### config.mk
export PLATFORM = sky130hd
export DESIGN_NAME = fetch_unit
export DESIGN_NICKNAME = d
export VERILOG_FILES = /design/src/rtl/fetch_unit_pkg.sv /design/src/rtl/fetch_unit_next_pc_sel.sv /design/src/rtl/fetch_unit.sv
export SDC_FILE = /design/constraint.sdc
export NUM_CORES = 1
export LEC_CHECK = 0
export BUFFER_PORTS_ARGS = -buffer_cell sky130_fd_sc_hd__clkbuf_2
export CAP_MARGIN = 20
export CORE_MARGIN = 5
export CORE_UTILIZATION = 53
export DETAILED_ROUTE_END_ITERATION = 7
export PLACE_DENSITY = 0.86
export SYNTH_ARGS = -nofsm -noshare
export SYNTH_HDL_FRONTEND = slang
export SYNTH_SLANG_ARGS = --single-unit
export TNS_END_PERCENT = 5
### constraint.sdc
create_clock -name clk -period 5.3 [get_ports clk]
set_input_delay 0.265 -clock clk [delete_from_list [all_inputs] [get_ports clk]]
set_output_delay 0.265 -clock clk [all_outputs]
set_load 0.1 [all_outputs]
### src/rtl/fetch_unit_pkg.sv
// Shared fetch/branch definitions: next-PC select codes,
// branch comparator codes and the fetch FSM state encoding.
package fetch_unit_pkg;

    localparam logic [1:0] PCSRC_PLUS4  = 2'b00;
    localparam logic [1:0] PCSRC_TARGET = 2'b01;
    localparam logic [1:0] PCSRC_JALR   = 2'b10;

    localparam logic [2:0] COMP_EQ  = 3'b000;
    localparam logic [2:0] COMP_NE  = 3'b001;
    localparam logic [2:0] COMP_LT  = 3'b100;
    localparam logic [2:0] COMP_GE  = 3'b101;
    localparam logic [2:0] COMP_LTU = 3'b110;
    localparam logic [2:0] COMP_GEU = 3'b111;

    typedef enum logic [2:0] {
        FS_IDLE,
        FS_REQ,
        FS_WAIT,
        FS_HOLD,
        FS_FAULT
    } fetch_state_t;

endpackage

### src/rtl/fetch_unit_next_pc_sel.sv
// Next-PC mux: PC+4 (also for pcsrc=11), branch/JAL target, or JALR
// target with bit0 cleared. Ports: pc, pcsrc, pc_target, jalr_target
// in; next_pc, misaligned (next_pc[1:0] != 0) out.
module next_pc_sel
    import fetch_unit_pkg::*;
#(
    parameter int N = 32
) (
    input  logic [N-1:0] pc,
    input  logic [1:0]   pcsrc,
    input  logic [N-1:0] pc_target,
    input  logic [N-1:0] jalr_target,
    output logic [N-1:0] next_pc,
    output logic         misaligned
);

    always_comb begin
        next_pc = pc + N'(4);
        unique case (1'b1)
            (pcsrc == PCSRC_TARGET): next_pc = pc_target;
            (pcsrc == PCSRC_JALR):   next_pc = {jalr_target[N-1:1], 1'b0};
            default:                 next_pc = pc + N'(4);
        endcase
        misaligned = |next_pc[1:0];
    end

endmodule

### src/rtl/fetch_unit.sv
// Instruction fetch: one outstanding imem request, holds the fetched
// instruction until decode accepts it, then picks the next PC.
// Ports: clk, rst_n; pcsrc/pc_target/jalr_target (next-PC select,
// sampled only on the decode transfer); imem_req_* request handshake;
// imem_rsp_* response; inst_valid/inst_ready/inst/inst_pc to decode;
// misalign sticky fault flag.
module fetch_unit
    import fetch_unit_pkg::*;
#(
    parameter int         N        = 32,
    parameter logic [N-1:0] RESET_PC = '0
) (
    input  logic         clk,
    input  logic         rst_n,
    input  logic [1:0]   pcsrc,
    input  logic [N-1:0] pc_target,
    input  logic [N-1:0] jalr_target,
    output logic         imem_req_valid,
    input  logic         imem_req_ready,
    output logic [N-1:0] imem_req_addr,
    input  logic         imem_rsp_valid,
    input  logic [31:0]  imem_rsp_data,
    output logic         inst_valid,
    input  logic         inst_ready,
    output logic [31:0]  inst,
    output logic [N-1:0] inst_pc,
    output logic         misalign
);

    fetch_state_t state, state_nx;
    logic [N-1:0] pc;
    logic [N-1:0] next_pc;
    logic         misaligned;
    logic         xfer;
    logic         rsp_take;

    next_pc_sel #(.N(N)) u_next_pc_sel (
        .pc          (pc),
        .pcsrc       (pcsrc),
        .pc_target   (pc_target),
        .jalr_target (jalr_target),
        .next_pc     (next_pc),
        .misaligned  (misaligned)
    );

    assign imem_req_addr = pc;

    always_comb begin
        state_nx       = state;
        imem_req_valid = 1'b0;
        inst_valid     = 1'b0;
        misalign       = 1'b0;
        xfer           = 1'b0;
        rsp_take       = 1'b0;
        unique case (state)
            FS_IDLE: state_nx = FS_REQ;
            FS_REQ: begin
                imem_req_valid = 1'b1;
                if (imem_req_ready) state_nx = FS_WAIT;
            end
            FS_WAIT: begin
                if (imem_rsp_valid) begin
                    rsp_take = 1'b1;
                    state_nx = FS_HOLD;
                end
            end
            FS_HOLD: begin
                inst_valid = 1'b1;
                if (inst_ready) begin
                    xfer     = 1'b1;
                    state_nx = misaligned ? FS_FAULT : FS_REQ;
                end
            end
            FS_FAULT: misalign = 1'b1;
            default:  state_nx = FS_IDLE;
        endcase
    end

    always_ff @(posedge clk or negedge rst_n) begin
        if (!rst_n) state <= FS_IDLE;
        else        state <= state_nx;
    end

    // A misaligned target leaves pc at the faulting instruction's PC.
    always_ff @(posedge clk or negedge rst_n) begin
        if (!rst_n)                    pc <= RESET_PC;
        else if (xfer && !misaligned)  pc <= next_pc;
    end

    always_ff @(posedge clk or negedge rst_n) begin
        if (!rst_n) begin
            inst    <= '0;
            inst_pc <= '0;
        end else if (rsp_take) begin
            inst    <= imem_rsp_data;
            inst_pc <= pc;
        end
    end

endmodule

# Word level (Yosys, flattened, before mapping)

Cells that the tools add are included.

Bits in registers: 99
Input port bits: 103
Output and inout port bits: 99
Logic and storage cells: 33

Add/sub/neg operators: 1
Equal/unequal tests: 9
Muxes and demuxes: 13
Bitwise logic cells: 1
Reductions and logical operators: 5

Operator list:

| operator                | count |
|---|---|
| $pmux W32 S2            | 1 |
| $add A32 B3 Y32 const B | 1 |
| $pmux W3 S5             | 1 |
| $mux W3                 | 4 |
| $mux W1                 | 7 |
| $eq A3 B2 Y1 const B    | 2 |
| $ne A2 B2 Y1 const B    | 3 |
| $reduce_and A4 Y1       | 1 |
| $eq A3 B1 Y1 const B    | 1 |
| $eq A3 B3 Y1 const B    | 1 |
| $logic_not A3 Y1        | 1 |
| $eq A2 B1 Y1 const B    | 1 |
| $eq A2 B2 Y1 const B    | 1 |
| $reduce_or A2 Y1        | 1 |
| $logic_and A1 B1 Y1     | 1 |
| $logic_not A1 Y1        | 1 |
| $not A1 Y1              | 1 |

# Logic depth before layout (Yosys ltp)

Gate-level depths: netlist of run 1.

Depth after elaboration: 6
Depth in mapped cells: 10
Mapped depth without buffers: 7

# Modules after synthesis

From an unflattened synthesis of run 1, not the netlist that was laid out.

Cell total of the unflattened synthesis: 402
Area total of the unflattened synthesis: 5069.9 um^2

By module, submodules not included:

| module      | times used | cells each | area each (um^2) | sequential area each (um^2) |
|---|---|---|---|---|
| fetch_unit  | 1          | 220        | 3878.7           | 2477.4 |
| next_pc_sel | 1          | 182        | 1191.1           | 0.0 |

# Worst setup path before layout of run 1

OpenSTA, ideal clock, no wires.

Path kind: register to register
Start point: reg state[0]
End point: reg state[2]
Library setup time: 0.122 ns
Data arrival time: 3.487 ns
Data required time: 5.178 ns
Setup slack: 1.692 ns
Stages on the path, launching flop included: 5
Buffers on the path: 1
Clock period less this slack: 3.608 ns
Path through: dfrtp_1 > clkbuf_1 > nor3b_1 > a211oi_1 > a31o_2

Word-level cells in the longest chain between the ends: 3
Elaborated cells on any way between the ends: 11
Classes of those cells: eq/ne (7); mux (1); bitwise (1); reduce/logical (2)

Ends and longest elaborated chain:

| item                                                        | RTL line         | text |
|---|---|---|
| start, declared                                             | fetch_unit.sv:30 | `fetch_state_t state, state_nx;` |
| start signal, assigned                                      | fetch_unit.sv:81 | `else state <= state_nx;` |
| $eq A3 B2 Y1 (tied with other cells)                        | fetch_unit.sv:55 | `unique case (state)` |
| $ne A2 B2 Y1 (no source line) or $not A1 Y1 (tied branches) | -                |  |
| $reduce_and A4 Y1 (no source line)                          | -                |  |

Parallel ways exist; a longest one is shown, timed or not.
A chain may end at the register's enable or synchronous reset.

# Worst setup path after layout of run 1

Start point: reg state[1]
End point: reg pc[30] (netlist: imem_req_addr[30])

Word-level cells in the longest chain between the ends: 3

Ends and longest elaborated chain:

| item                 | RTL line         | text |
|---|---|---|
| $eq A3 B2 Y1         | fetch_unit.sv:55 |  |
| $mux W1              | fetch_unit.sv:55 |  |
| $logic_and A1 B1 Y1  | fetch_unit.sv:87 | `else if (xfer && !misaligned) pc <= next_pc;` |
| end signal, assigned | fetch_unit.sv:87 |  |
| end, declared        | fetch_unit.sv:31 | `logic [N-1:0] pc;` |

Every way passes these cells.

==> run summary, run 1 <==
The run finished with clean final reports. Clock-pin slew was measured on the worst setup and hold paths at 100 ps. The number of antenna violations at the first check in global routing is 0, and the number of warnings issued by yosys is 0. The critical path data arrival time is 2920 ps, and the number of library cell types mapped by synthesis is 52. The number of buffers and inverters on the critical path is 0. The final layout contains 716 nets. The accumulated negative setup slack was 0 ps. The post-synthesis instance area was 5010 sq um; the depth of the most critical reg-to-reg path was 5.

The number of nets handed over by synthesis was 534. The die width works out to 107 um. The detailed router's first-iteration violation count came out at 259. The library cell with the highest instance count after synthesis was dfrtp_1. The count of buffers inserted at the top-level ports is 200.

The worst setup path is of the flip-flop to flip-flop kind. Global routing used 23.7% of the available tracks across all layers. For the number of buffers inserted to repair setup after CTS, the log shows 0.

The most used flip-flop cell after synthesis is dfrtp_1. The logs give 11500 sq um for the floorplan die area and 202 for the number of primary I/O pins. The fraction of synthesized cell area taken by the top area cell type works out to 49.4%. The clock reaches the later pin of the worst-skew pair after 360 ps. The sum of net half-perimeters after detailed placement came out at 9810 um.

In this run the critical register-to-register path is launched from state[1]. The tools report the launch point of the worst hold path as imem_rsp_data[23]. The routed length per placed instance was 18.4 um; the number of buffers created by CTS was 9.

In the final layout, the share of cells above drive strength 1 is 49.5%. STA classifies the critical path endpoint as a flip-flop. The first global-routing pass estimated 21800 um of wire. The biggest area contributor in the post-synthesis netlist is dfrtp_1.

CTS placed an instance of clkbuf_8 at the clock tree root. Dividing the final minimum period by the clock period gives 50.8%. The synthesized design contains 99 register bits. The worst hold path passes through 2 cells. The tightest slew margin relative to the limit was 41.1%. Via count of the first global-routing pass: 4351.

Ranked by total cell area, the synthesized netlist is headed by dfrtp_1, mux2_2, a21oi_1. Entering global routing, the biggest net connects 64 pins. The worst path needs 2690 ps of the cycle, external delays included.

The setup slack of the most critical reg-to-reg path was 2610 ps; the number of enable flip-flop cells after synthesis was 0. For this run, the detailed router's first-pass iteration total came to 4. The tools report the worst-case hold path end point as inst[23].

Each instance of the synthesized netlist takes up on average 11.7 sq um. Along the worst path, the maximum fanout reaches 24. Once the floorplan was initialized, standard cells occupied 54.3% of the core. At the pin with the least slew margin, the transition time is 883 ps. For the final setup violation count, the log shows 0. The total overflow left after global routing is 0.

The floorplan step set the die height to 107 um. STA classifies the critical path startpoint as a flip-flop. For the final antenna-violating net count, the log shows 0. The logs give 372 MHz for the maximum clock rate and 428 for the count of mapped cells out of synthesis.

In this run the worst hold path is classified as input port to flip-flop. The cell family contributing the most delay on the critical path is simple AND/OR/NAND/NOR gates. Max-cap violations in this run came to 0.

The share of the Yosys chip area taken by registers is 49.4%. The run gives 4330 as the total via count in the routed design. For this run, design rule violations remaining after detail routing come to 0. The run gives 0 as the antenna diode count.

For the area of the core, the log shows 9240 sq um. Counting instances in the post-synthesis netlist gives the leading cell types as dfrtp_1, mux2_2, a21oi_1. The count of endpoints failing hold in the final timing report was 0.

Endpoint required time on the critical path: 5530 ps. The via density per instance came out at 5.83. Setup repair after global routing left no endpoint under its margin.

The number of gates resized after CTS was 0. The tools report the largest clock skew in the final design as 11.2 ps. The floorplan row count was 35; the total wire length after detailed routing was 13700 um. The congestion estimate from routability-driven global placement came to 0.870.

The run gives 3 as the CTS H-tree depth. The run gives 1 as the number of buffers inserted for hold repair after clock tree synthesis. The stage delay of the slowest cell on the critical path is 820 ps, and the number of max-slew violations in the final report is 0. TritonCTS built the clock tree. Compared with the post-synthesis result, the final layout area differs by 25.5%. The signal on the critical path passes through nor2b_2 -> and3_1 -> and2_1 -> a41o_1 -> a221oi_2.

The tools report the end of the worst register-to-register path as imem_req_addr[30]. Counting flops with an async set or reset pin after synthesis yields a share of 100%. For the maximum buffer depth of the clock tree, the log shows 2. For this design, the slowest cell found on the critical path is and2_1. Counting every sink on the clock net gives 99.
state kept, by name, summed over array words and instances, names as in the netlist:
register       cells
imem_req_addr     32
inst              32
state              3
inst_pc           32
how the worst max path moves through the flow:
stage              from                end  depth (start not counted)
2_1_floorplan  state[0]           state[2]                          4
4_1_cts        state[1]  imem_req_addr[30]                          5
5_1_grt        state[1]  imem_req_addr[24]                          5
3_5_place_dp   pcsrc[0]  imem_req_addr[30]                          9
3_3_place_gp   pcsrc[0]  imem_req_addr[30]                          9
6_report       state[1]  imem_req_addr[30]                          5
layer usage:
layer,up-vias,wire (um),global-route usage [%],share of wire [%]
met5,-,0,0,0
met4,0,290,7.95,2.1
met3,23,909,4.14,6.6
met2,188,6960,39.1,51
met1,2121,5540,31.7,40
li1,1998,-,-,-
layout by cell type, fill, tap and decap left out, types with 4 or more instances in the layout:
master,Yosys,final
a21oi_1,30,30
a221oi_1,15,15
a22o_1,12,12
and2_1,4,4
and3_1,5,5
and4_1,4,4
buf_4,3,5
clkbuf_2,0,199
clkbuf_8,0,9
dfrtp_1,99,99
inv_1,9,9
mux2_2,64,64
mux2i_1,13,13
nand2_1,15,15
nand3_1,23,23
nand4_1,11,11
nor2_1,6,6
nor3_1,4,4
nor3_2,4,4
o21ai_0,9,9
o22a_1,8,8
o22ai_1,11,11
area by class of cell:
cell class	count	area, sq um
flip-flops and latches	99	2480
clock buffers	9	124
clock inverters	6	113
inverters	10	37.5
fillers	711	2950
well taps	129	161
repair buffers	205	1040
multi-input cells	285	2340
worst register-to-register path, delay by kind of cell, from the launching register on:
family	cells	cell delay, ps
simple gates	3	1770
compound gates	2	360
flops	1	440
metrics by stage:
stage / setup WS, ps / util, % / instance area (sq um) / hold WS [ps] / instances
floorplan: 1690 / - / 5010 / -30.6 / 428
global placement: 2310 / 65.4 / 6050 / 278 / 727
detailed placement: 2310 / 65.4 / 6050 / 284 / 727
CTS: 2670 / 68.1 / 6290 / 119 / 743
global route: 2410 / 68.1 / 6290 / 110 / 743
finish: 2610 / 68.1 / 6290 / 125 / 743
cells by family (layout without fill, tap and decap cells):
group | Yosys count | count (layout) | share of synthesized area (%)
simple gates | 92 | 92 | 11.8
compound gates | 113 | 113 | 17.0
flops | 99 | 99 | 49.4
buf+inv | 44 | 230 | 4.14
fa+ha+maj | 3 | 3 | 0.749
mux | 77 | 77 | 17.0
Power of run 1 is left out: the tool's default activity adds up to more than one toggle a clock period on the data nets, which glitch-free logic cannot reach.
==> run 2, diff against run 1 <==
--- a/config.mk
+++ b/config.mk
@@ -5,12 +5,13 @@
 export SDC_FILE = /design/constraint.sdc
 export NUM_CORES = 1
 export LEC_CHECK = 0
+export ABC_AREA = 1
 export BUFFER_PORTS_ARGS = -buffer_cell sky130_fd_sc_hd__clkbuf_2
 export CAP_MARGIN = 20
 export CORE_MARGIN = 5
-export CORE_UTILIZATION = 53
+export CORE_UTILIZATION = 44
 export DETAILED_ROUTE_END_ITERATION = 7
-export PLACE_DENSITY = 0.86
+export PLACE_DENSITY = 0.76
 export SYNTH_ARGS = -nofsm -noshare
 export SYNTH_HDL_FRONTEND = slang
 export SYNTH_SLANG_ARGS = --single-unit
==> constraint.sdc (replaced) <==
create_clock -name clk -period 2.4 [get_ports clk]
set_input_delay 0.12 -clock clk [delete_from_list [all_inputs] [get_ports clk]]
set_output_delay 0.12 -clock clk [all_outputs]
set_load 0.1 [all_outputs]
==> run summary, run 2 <==
The tools report the post-synthesis instance area as 5150 sq um (+2.8%). Number of nets at the end of the flow: 932 (+30%). For the tightest slew margin relative to the limit, the log shows 53.9% (+13 points). The number of antenna violations at the first check in global routing was 0 (unchanged). The depth of the most critical reg-to-reg path was 7 (+2). The tools report the startpoint kind of the worst setup timing path as a flip-flop.

The total stage count of the critical path works out to 7 (+2). The worst-margin pin slew came out at 691 ps (-192 ps). The final critical delay including setup and external delays is 1750 ps (-938 ps), and the floorplan row count is 39 (+11%). The routed length per placed instance came out at 15.3 um (-17%). The logs give 14000 sq um (+21%) for the floorplan die area and 0 ps (unchanged) for the accumulated negative setup slack.

Setup slack after layout: 647 ps (-1960 ps). Setup repair after global routing left no endpoint under its margin. Cell repeated most along the worst path: nand2_1. The run gives 9 (unchanged) as the number of buffers created by CTS. In this run the clock root is driven by a clkbuf_16. The maximum buffer depth of the clock tree was 2 (unchanged).

The startpoint of the worst register-to-register path was state[2]. The source of the critical timing path was state[2]. The logs give 11500 sq um (+24%) for the area of the core and 973 (+31%) for the number of standard cells in the layout, taps in and fillers out.

The count of buffers inserted at the top-level ports works out to 200 (unchanged). The run gives 6270 sq um (+3.6%) as the placed standard-cell area. The library cells used most frequently in the layout, excluding fill and tap cells, are clkbuf_2, nand2_1, dfrtp_1, nor2_1, o21ai_0.

The stage delay of the slowest cell on the critical path is 410 ps (-410 ps), and the area growth from synthesis to layout is 26.8%. For the number of instances resized during post-cts repair, the log shows 0 (unchanged). The commonest cells after synthesis are nand2_1, dfrtp_1, nor2_1.

The number of primary I/O pins came out at 202 (unchanged). In the synthesized netlist the dominant register cell turns out to be dfrtp_1. Gate family responsible for the most delay along the worst path: simple AND/OR/NAND/NOR gates. The final antenna-violating net count is 0 (unchanged).

The logs give 0 (unchanged) for the number of max-slew violations in the final report and 409 (+58%) for the detailed router's first-iteration violation count. nand2_1 is the most common cell in the netlist. The worst setup path is captured at a flip-flop.

The post-synthesis async set-or-reset flop share came out at 100% (unchanged). The most frequent standard cell in the layout excluding fill and tap cells is clkbuf_2. The total via count in the routed design was 4906 (+13%); the global-route wire length before repair was 24500 um (+12%). The number of enable flip-flop cells after synthesis was 0 (unchanged); the number of library cell types mapped by synthesis was 32 (-38%). The tools report the overall global routing resource usage as 21.3% (-2.4 points). For the sum of net half-perimeters after detailed placement, the log shows 11600 um (+18%). The count of endpoints failing hold in the final timing report is 0 (unchanged).

The die width is 118 um (+10%), and the post-synthesis net count is 741 (+39%). The run gives 7.08 ps (-4.08 ps) as the largest clock skew in the final design. The run gives 0 (unchanged) as the final setup violation count.

Clock sink total: 99 (unchanged). The logs give 4821 (+11%) for the via count of the first global-routing pass and 0 (unchanged) for the antenna diode count. The signal on the critical path passes through nor2_1 -> nand2_1 -> inv_1 -> nand2_4 -> buf_4 -> nand2_1 -> o21ai_0. The tools report the DRC violations left as 0 (unchanged).

The pin count of the biggest net entering global routing is 64 (unchanged). The critical path is of the flip-flop to flip-flop type. Maximum net fanout on the critical path: 63 (+160%). The CTS clock-pin slew for the worst setup and hold paths came out at 60 ps (-40 ps). TritonCTS built the clock tree. The run gives 45.0% (-9.3 points) as the initial core utilization.

For the number of max-cap violations, the log shows 0 (unchanged). Yosys attributes the largest share of cell area to dfrtp_1, nand2_1, mux2_2. The global placement routability congestion came out at 0.902 (+3.7%). On the critical path, the stage with the largest delay is an instance of dfrtp_1. The run gives 1970 ps (-950 ps) as the critical path data arrival time. The tools report the final instance area as 6540 sq um (+3.9%).

The number of cells on the worst hold path is 2 (unchanged), and the worst slack at placement is 368 ps (-1940 ps). Register bit total from synthesis: 99 (unchanged). Count of mapped cells out of synthesis: 635 (+48%). Endpoint required time on the critical path: 2620 ps (-2910 ps). The buffers plus inverters on the worst setup path is 2 (+2). The maximum clock rate was 570 MHz (+54%). In this run the worst hold path is classified as input port to flip-flop. The fraction of synthesized cell area taken by the top area cell type was 48.1% (-1.3 points). The via density per instance is 5.04 (-13%), and the clock latency on the worst-skew pair is 340 ps (-20 ps). The overflow left after global routing is 0 (unchanged). The sequential element share of the synthesized area was 48.1% (-1.3 points).

The number of warnings issued by yosys came out at 0 (unchanged). The tools report the total wire length after detailed routing as 14900 um (+8.5%). The die boundary height was 118 um (+10%). The biggest area contributor in the post-synthesis netlist is dfrtp_1. Launch point of the worst hold path: imem_rsp_data[1]. The first-pass iteration count of the detailed router came out at 5 (+1). The number of instances in the placed design is 957 (+32%), and the fraction of layout cells with a size suffix above 1 is 32.9% (-17 points).

The run finished with clean final reports. The final clock period utilization by the worst path was 73.0% (+22 points). The mean instance size in the synthesized netlist works out to 8.12 sq um (-31%). For the CTS H-tree depth, the log shows 3 (unchanged).
## run 2: changes by cell type in the layout (fill, tap and decap cells not counted), sizes merged, moves of 9 or more
cell / change
nand2: +162
nor2: +73
o21ai: +51
inv: +43
mux2: -31
mux2i: -13
a221oi: -12
nand4: -10
o22ai: -10
nand3: +9
## run 2: logic make-up after synthesis
| logic type | count (synthesis) | synth area share, % |
|---|---|---|
| flip-flops | 99 | 48.1 |
| buffers and inverters | 83 | 6.99 |
| adder cells (fa/ha/maj) | 3 | 0.728 |
| XOR/XNOR | 3 | 0.510 |
| AO/OA/AOI/OAI | 116 | 13.4 |
| AND/OR/NAND/NOR | 298 | 23.1 |
| multiplexers | 33 | 7.21 |
## run 2: routing by layer
| metal | vias up | GRT usage (%) | part of all wire, % |
|---|---|---|---|
| met2 | 242 | 32.7 | 44 |
| met1 | 2203 | 30.6 | 46 |
| li1 | 2445 | - | - |
| met5 | - | 0 | 0 |
| met4 | 0 | 6.95 | 1.5 |
| met3 | 16 | 4.01 | 8.7 |
## run 2: worst paths after layout
kind                               end  slack, ps
setup / recovery           inst_pc[28]        650
hold / removal                 inst[1]         20
setup reg to reg           inst_pc[28]        650
hold reg to reg            inst_pc[10]        480
max in group asynchronous     inst[11]       1380
min in group asynchronous     inst[10]        290
## run 2: metrics by stage
stage                     hold WS, ps  utilization, %
after floorplan                  -176               -
after global placement           95.6            54.7
after detailed placement          101            54.7
after CTS                        3.21            57.0
after global routing             8.85            57.0
final                            19.3            57.0
## run 2: what timing repair did
action	in CTS	in global routing
setup buffers	0	0
endpoints found under the hold margin	33	0
hold buffers	1	0
endpoints found under the setup margin	0	0
## run 2: layout make-up
type | instances | area [sq um]
timing repair buffer | 209 | 1090
inverter | 54 | 205
tap | 143 | 179
multi-input combinational | 453 | 2330
clock inverter | 3 | 15.0
sequential | 99 | 2480
fill | 1109 | 4930
clock buffer | 12 | 246
## run 2: worst register-to-register path: cells and delay by family, from the launching register on
kind	cells	cell delay (ps)
AND/OR/NAND/NOR	4	650
buffers and inverters	2	500
flip-flops	1	410
AO/OA/AOI/OAI	1	70
Power of run 2 is left out for the same reason.
